--- config.mk ---
export PLATFORM = sky130hd
export DESIGN_NAME = dif_fft_stream_ctrl
export DESIGN_NICKNAME = d
export VERILOG_FILES = /design/src/rtl/dif_fft_stream_ctrl_pkg.sv /design/src/rtl/dif_fft.sv /design/src/rtl/dif_fft_stream_ctrl.sv
export SDC_FILE = /design/constraint.sdc
export NUM_CORES = 1
export LEC_CHECK = 0
export ABC_CLOCK_PERIOD_IN_PS = 2700
export BUFFER_PORTS_ARGS = -buffer_cell sky130_fd_sc_hd__buf_2
export CORE_UTILIZATION = 36
export DETAILED_ROUTE_END_ITERATION = 8
export GPL_TIMING_DRIVEN = 0
export PLACE_DENSITY = 0.84
export SLEW_MARGIN = 20
export SYNTH_ARGS = -nofsm -noshare
export SYNTH_HDL_FRONTEND = slang
export SYNTH_SLANG_ARGS = --single-unit
--- constraint.sdc ---
create_clock -name clk -period 2.7 [get_ports clk]
set_input_delay 0.27 -clock clk [delete_from_list [all_inputs] [get_ports clk]]
set_output_delay 0.27 -clock clk [all_outputs]
set_load 0.005 [all_outputs]
--- src/rtl/dif_fft_stream_ctrl_pkg.sv ---
// Shared types, sizes and complex helpers for the 8-point DIF FFT stream controller and its core.
package dif_fft_stream_ctrl_pkg;

  localparam int unsigned FFT_N     = 8;
  localparam int unsigned FFT_LOG2N = 3;
  localparam int unsigned FFT_DW    = 32;
  localparam int unsigned RE_MSB    = 31;
  localparam int unsigned RE_LSB    = 16;
  localparam int unsigned IM_MSB    = 15;
  localparam int unsigned IM_LSB    = 0;

  localparam logic [FFT_LOG2N-1:0] FFT_LAST = FFT_LOG2N'(FFT_N - 1);

  // cos(pi/4) in Q15
  localparam logic signed [17:0] TW_C = 18'sd23170;

  typedef struct packed {
    logic signed [15:0] re;
    logic signed [15:0] im;
  } cplx_t;

  function automatic cplx_t cadd(input cplx_t a, input cplx_t b);
    cplx_t r;
    r.re = a.re + b.re;
    r.im = a.im + b.im;
    return r;
  endfunction

  function automatic cplx_t csub(input cplx_t a, input cplx_t b);
    cplx_t r;
    r.re = a.re - b.re;
    r.im = a.im - b.im;
    return r;
  endfunction

  // Scale by cos(pi/4), floor rounding, wrap to 16 bits
  function automatic logic signed [15:0] mulc(input logic signed [17:0] v);
    logic signed [35:0] p;
    p = 36'(v) * 36'(TW_C);
    return 16'(p >>> 15);
  endfunction

  // Multiply by W8^k, k = 0..3
  function automatic cplx_t twiddle(input cplx_t c, input logic [1:0] k);
    cplx_t r;
    logic signed [17:0] sum;
    logic signed [17:0] dif;
    sum = 18'($signed(c.re)) + 18'($signed(c.im));
    dif = 18'($signed(c.im)) - 18'($signed(c.re));
    r   = c;
    case (k)
      2'd1: begin
        r.re = mulc(sum);
        r.im = mulc(dif);
      end
      2'd2: begin
        r.re = c.im;
        r.im = -c.re;
      end
      2'd3: begin
        r.re = mulc(dif);
        r.im = mulc(-sum);
      end
      default: r = c;
    endcase
    return r;
  endfunction

  function automatic logic [2:0] bitrev3(input logic [2:0] k);
    return {k[0], k[1], k[2]};
  endfunction

endpackage

--- src/rtl/dif_fft.sv ---
// Combinational radix-2 decimation-in-frequency 8-point FFT, wrap arithmetic, natural-order output.
module dif_fft
  import dif_fft_stream_ctrl_pkg::*;
(
  input  cplx_t x_i  [FFT_N],
  output cplx_t xk_o [FFT_N]
);

  cplx_t s1 [FFT_N];
  cplx_t s2 [FFT_N];
  cplx_t s3 [FFT_N];

  // Stage 1: span 4, twiddles W8^0..3
  always_comb begin
    for (int i = 0; i < 4; i++) begin
      s1[3'(i)]     = cadd(x_i[3'(i)], x_i[3'(i + 4)]);
      s1[3'(i + 4)] = twiddle(csub(x_i[3'(i)], x_i[3'(i + 4)]), 2'(i));
    end
  end

  // Stage 2: span 2, twiddles W8^0 and W8^2
  always_comb begin
    for (int g = 0; g < 8; g += 4) begin
      for (int i = 0; i < 2; i++) begin
        s2[3'(g + i)]     = cadd(s1[3'(g + i)], s1[3'(g + i + 2)]);
        s2[3'(g + i + 2)] = twiddle(csub(s1[3'(g + i)], s1[3'(g + i + 2)]), 2'(2 * i));
      end
    end
  end

  always_comb begin
    for (int g = 0; g < 8; g += 2) begin
      s3[3'(g)]     = cadd(s2[3'(g)], s2[3'(g + 1)]);
      s3[3'(g + 1)] = csub(s2[3'(g)], s2[3'(g + 1)]);
    end
  end

  // DIF leaves bins bit-reversed
  always_comb begin
    for (int k = 0; k < 8; k++) begin
      xk_o[3'(k)] = s3[bitrev3(3'(k))];
    end
  end

endmodule

--- src/rtl/dif_fft_stream_ctrl.sv ---
// Ping/pong streaming sequencer around dif_fft: load 8 samples, transfer through the core, stream bins out.
module dif_fft_stream_ctrl
  import dif_fft_stream_ctrl_pkg::*;
#(
  parameter int unsigned DW = FFT_DW
) (
  input  logic                 clk,
  input  logic                 rst,
  input  logic                 s_valid,
  output logic                 s_ready,
  input  logic [DW-1:0]        s_data,
  input  logic                 s_last,
  output logic                 m_valid,
  input  logic                 m_ready,
  output logic [DW-1:0]        m_data,
  output logic [FFT_LOG2N-1:0] m_index,
  output logic                 m_last,
  output logic                 busy,
  output logic                 err_frm
);

  cplx_t ibuf_q [FFT_N];
  cplx_t ibuf_d [FFT_N];
  cplx_t obuf_q [FFT_N];
  cplx_t obuf_d [FFT_N];
  cplx_t core_xk [FFT_N];

  logic [FFT_LOG2N-1:0] in_cnt_q, in_cnt_d;
  logic [FFT_LOG2N-1:0] out_idx_q, out_idx_d;
  logic                 in_full_q, in_full_d;
  logic                 out_full_q, out_full_d;
  logic                 err_q, err_d;
  logic                 s_hs, m_hs, xfer;

  dif_fft u_core (
    .x_i  (ibuf_q),
    .xk_o (core_xk)
  );

  // Handshakes and port views; s_ready sees m_ready through xfer
  always_comb begin
    m_valid = out_full_q;
    m_index = out_idx_q;
    m_last  = (out_idx_q == FFT_LAST);
    m_data  = DW'(obuf_q[out_idx_q]);
    m_hs    = out_full_q & m_ready;
    xfer    = in_full_q & (~out_full_q | (m_hs & m_last));
    s_ready = ~in_full_q | xfer;
    s_hs    = s_valid & s_ready;
    busy    = (in_cnt_q != '0) | in_full_q | out_full_q;
    err_frm = err_q;
  end

  always_comb begin
    in_cnt_d   = in_cnt_q;
    out_idx_d  = out_idx_q;
    in_full_d  = in_full_q;
    out_full_d = out_full_q;
    err_d      = err_q;
    ibuf_d     = ibuf_q;
    obuf_d     = obuf_q;

    if (s_hs) begin
      ibuf_d[in_cnt_q] = cplx_t'(FFT_DW'(s_data));
      in_cnt_d         = in_cnt_q + 3'd1;
      if (s_last != (in_cnt_q == FFT_LAST)) err_d = 1'b1;
    end

    if (m_hs) begin
      out_idx_d = out_idx_q + 3'd1;
      if (m_last) out_full_d = 1'b0;
    end

    // Core reads the previous ibuf contents even if sample 0 lands this edge
    if (xfer) begin
      obuf_d     = core_xk;
      out_full_d = 1'b1;
      out_idx_d  = '0;
      in_full_d  = 1'b0;
    end

    if (s_hs && (in_cnt_q == FFT_LAST)) in_full_d = 1'b1;
  end

  always_ff @(posedge clk) begin
    if (rst) begin
      in_cnt_q   <= '0;
      out_idx_q  <= '0;
      in_full_q  <= 1'b0;
      out_full_q <= 1'b0;
      err_q      <= 1'b0;
      ibuf_q     <= '{default: '0};
      obuf_q     <= '{default: '0};
    end else begin
      in_cnt_q   <= in_cnt_d;
      out_idx_q  <= out_idx_d;
      in_full_q  <= in_full_d;
      out_full_q <= out_full_d;
      err_q      <= err_d;
      ibuf_q     <= ibuf_d;
      obuf_q     <= obuf_d;
    end
  end

endmodule

==> summary by stage <==
GRT
Entering global routing, the biggest net connects 7 pins. The via count of the first global-routing pass was 433. The initial antenna violation count is 0. After global routing the overflow that remains totals 0. The wire length of the first global-routing pass is 1580 um. The overall global routing resource usage is 11.1%.

Die
For this configuration, the core starts out at a cell density of 39.6%. The total area inside the core boundary comes to 1760 um2. The die width is 46.0 um. The die is 46.0 um tall. The top-level port count is 77. After floorplanning, the core was divided into 15 placement rows. The die area is 2120 um2.

Critical path
In this run the worst path has a maximum fanout of 3. The kind of critical path is flip-flop to output port. The critical path's largest stage delay is 0.59 ns. The required time reported for the critical path endpoint is 2.43 ns. The worst setup path is launched from a flip-flop. Traced cell by cell, the critical path runs through inv_1 -> ha_1 -> or4b_2 -> buf_2. The endpoint type of the worst setup path is an output port. At the worst endpoint, the arrival time is 1.56 ns. On the critical path, the stage with the largest delay is an instance of sky130_fd_sc_hd__or4b_2.

Drt
For this block, the initial DRC count from the detailed router was 2. The detailed-route wire length per cell is 7.38 um. The routed design has 1130 um of wire. Dividing the detail-routed via count by the number of cells gives 3.52. After detailed routing, the number of remaining DRC violations is 0.

The number of search-and-repair iterations in the first detailed-routing pass is 4. The detail route stage leaves a number of antenna-violating nets equal to 0. The via count is 539.

STA
The number of endpoints failing setup at the final stage is 0. The final count of hold timing violations is 0. The setup TNS is 0 ns.

Setup repair after global routing left no endpoint under its margin. The upper clock frequency limit is 545 MHz. The final critical delay including setup and external delays is 1.83 ns. The count of final max-slew check failures is 0. The maximum clock skew at final layout is 0.00397 ns.

The post-route fraction of the period consumed by the critical path is 67.9%.

Pwr
Across the VDD grid, the largest voltage drop is 143 uV. The analysis attributes to cell leakage a power of 0.550 nW. The power per cell area is 346 nW/um2.

The overall power is 0.323 mW.

Clock tree
The root buffer cell is sky130_fd_sc_hd__clkbuf_4. The post-cts hold buffer count is 0. Clock tree synthesis inserted a total of 3 buffers.

The clock tree from TritonCTS is built. In this run, post-CTS repair resized a total of 0 instances. The clock net in this run drives a total of 9 sinks. In this run the post-CTS setup repair buffer count came out at 0. In this run the number of H-tree levels came out at 1. The later pin in the worst-skew pair is clocked with a latency of 0.27 ns.

The clock passes through at most 2 buffers. After clock tree synthesis, the clock-pin slew on the worst setup and hold paths is 0.06 ns.

Synthesis
The commonest cells after synthesis are sky130_fd_sc_hd__buf_4 (32), sky130_fd_sc_hd__dfxtp_1 (9), sky130_fd_sc_hd__nand2_1 (9). The count of distinct cell types in the synthesized netlist is 17. The number of warning messages in the yosys log is 192. In the post-synthesis netlist, the cell with the most instances is sky130_fd_sc_hd__buf_4.

After technology mapping, the gate count stands at 81. The largest total area in the synthesized netlist belongs to sky130_fd_sc_hd__buf_4. The fraction of synthesis flops using an asynchronous set or reset pin is 0%. The post-synth design cell area is 698 um2. The flip-flop and latch count after synthesis is 9.

In the post-synthesis netlist, the biggest area contributors are sky130_fd_sc_hd__buf_4 (34%), sky130_fd_sc_hd__dfxtp_1 (26%), sky130_fd_sc_hd__ha_1 (9.0%). Yosys mapped a number of flops with a built-in enable equal to 0. Summed over its instances, the top area cell type makes up 34.4% of the synthesized netlist area. The primary flip-flop cell chosen by synthesis mapping is sky130_fd_sc_hd__dfxtp_1. Sequential elements use 25.8% of the synthesized area.

The post-synthesis average cell area is 8.62 um2.

Layout
The cell area after layout is 932 um2. The number of diodes is 0. The layout-stage area growth over the synthesis result is 33.5%.

Excluding fillers, the count of instances in the completed layout stands at 153. The final layout net count is 171. Once layout is complete, the utilization of the core stands at 52.8%. Cells with a size suffix above 1 make up 40.6% of the layout.

Placement
The HPWL after detailed placement is 1000 um. The placed cell area is 906 um2. Routability-driven placement finished with a final weighted congestion of 0.717. The number of I/O port buffers is 12. In this run, placement finished with an instance count of 149.

Flow run
The tool flagged a number of max-cap violations equal to 0.

Hold path
The worst hold path belongs to the class input port to flip-flop.

Outcome
The run finished with clean final reports.
[worst max-delay path, delay by kind of cell, from the launching register on]
family                   cells  cell delay (ns)
AND/OR/NAND/NOR              1             0.59
adder cells (fa/ha/maj)      1             0.15
flip-flops                   1             0.33
buffers and inverters        2             0.23
[cell families after synthesis]
logic type | after synthesis | share of synthesized area, %
other cells | 1 | 0.537
compound gates | 7 | 9.68
mux | 3 | 5.02
xor+xnor | 2 | 2.51
simple gates | 18 | 10.9
flops | 9 | 25.8
buf+inv | 36 | 36.6
fa+ha+maj | 5 | 8.96
[power breakdown]
group / switching, mW / internal (mW) / leakage, nW
registers: 0.00290 / 0.137 / 0.0731
clock network: 0.0502 / 0.0572 / 0.0150
logic: 0.0307 / 0.0449 / 0.462
total: 0.0838 / 0.239 / 0.550
[through the flow]
step / hold WS, ns / setup slack [ns]
2_1_floorplan: 0.339 / 1.24
3_3_place_gp: 0.460 / 1.19
3_5_place_dp: 0.468 / 1.17
4_1_cts: 0.230 / 0.869
5_1_grt: 0.229 / 0.849
6_report: 0.228 / 0.866
[path summary, 6_finish.rpt]
kind,start,end,slack [ns],cells past startpoint
worst min register to register,m_index[1]$_SDFFE_PP0P_,m_index[1]$_SDFFE_PP0P_,0.47,2
worst min-delay path,rst,in_full_q$_SDFFE_PP0P_,0.23,2
worst max-delay path,in_cnt_q[0]$_SDFFE_PP0N_,busy,0.87,4
worst max register to register,m_index[0]$_SDFFE_PP0P_,in_cnt_q[0]$_SDFFE_PP0N_,1.19,5
[final cells by class]
type,count,area [um2]
Buffer,32,240
Fill cell,196,832
Clock buffer,4,26.3
Tap cell,25,31.3
Multi-Input combinational cell,67,379
Inverter,4,15.0
Sequential cell,9,180
Timing Repair Buffer,12,60.1
[sequential cells by signal, indices dropped and copies added, names as in the netlist]
register and cells:
in_full_q 1, m_index 3, m_valid 1, in_cnt_q 3, err_frm 1
[cells in the final DEF (no fill, tap or decap), drive strengths merged]
cell type,n
a21boi,2
conb,32
o21ai,1
clkbuf,4
a22o,1
nand2,9
nor2,6
dfxtp,9
xnor2,1
xor2,1
buf,44
mux2i,2
ha,5
a21oi,3
or4b,1
mux2,1
nand3,2
inv,4
[per-layer routing]
metal	vias to the layer above	wire length [um]	global-route usage (%)
met4	0	26	7.06
met2	30	636	23.7
met5	-	0	0
li1	288	-	-
met3	3	120	3.57
met1	218	346	7.57
Note: power is estimated with default switching activity, not from simulation.
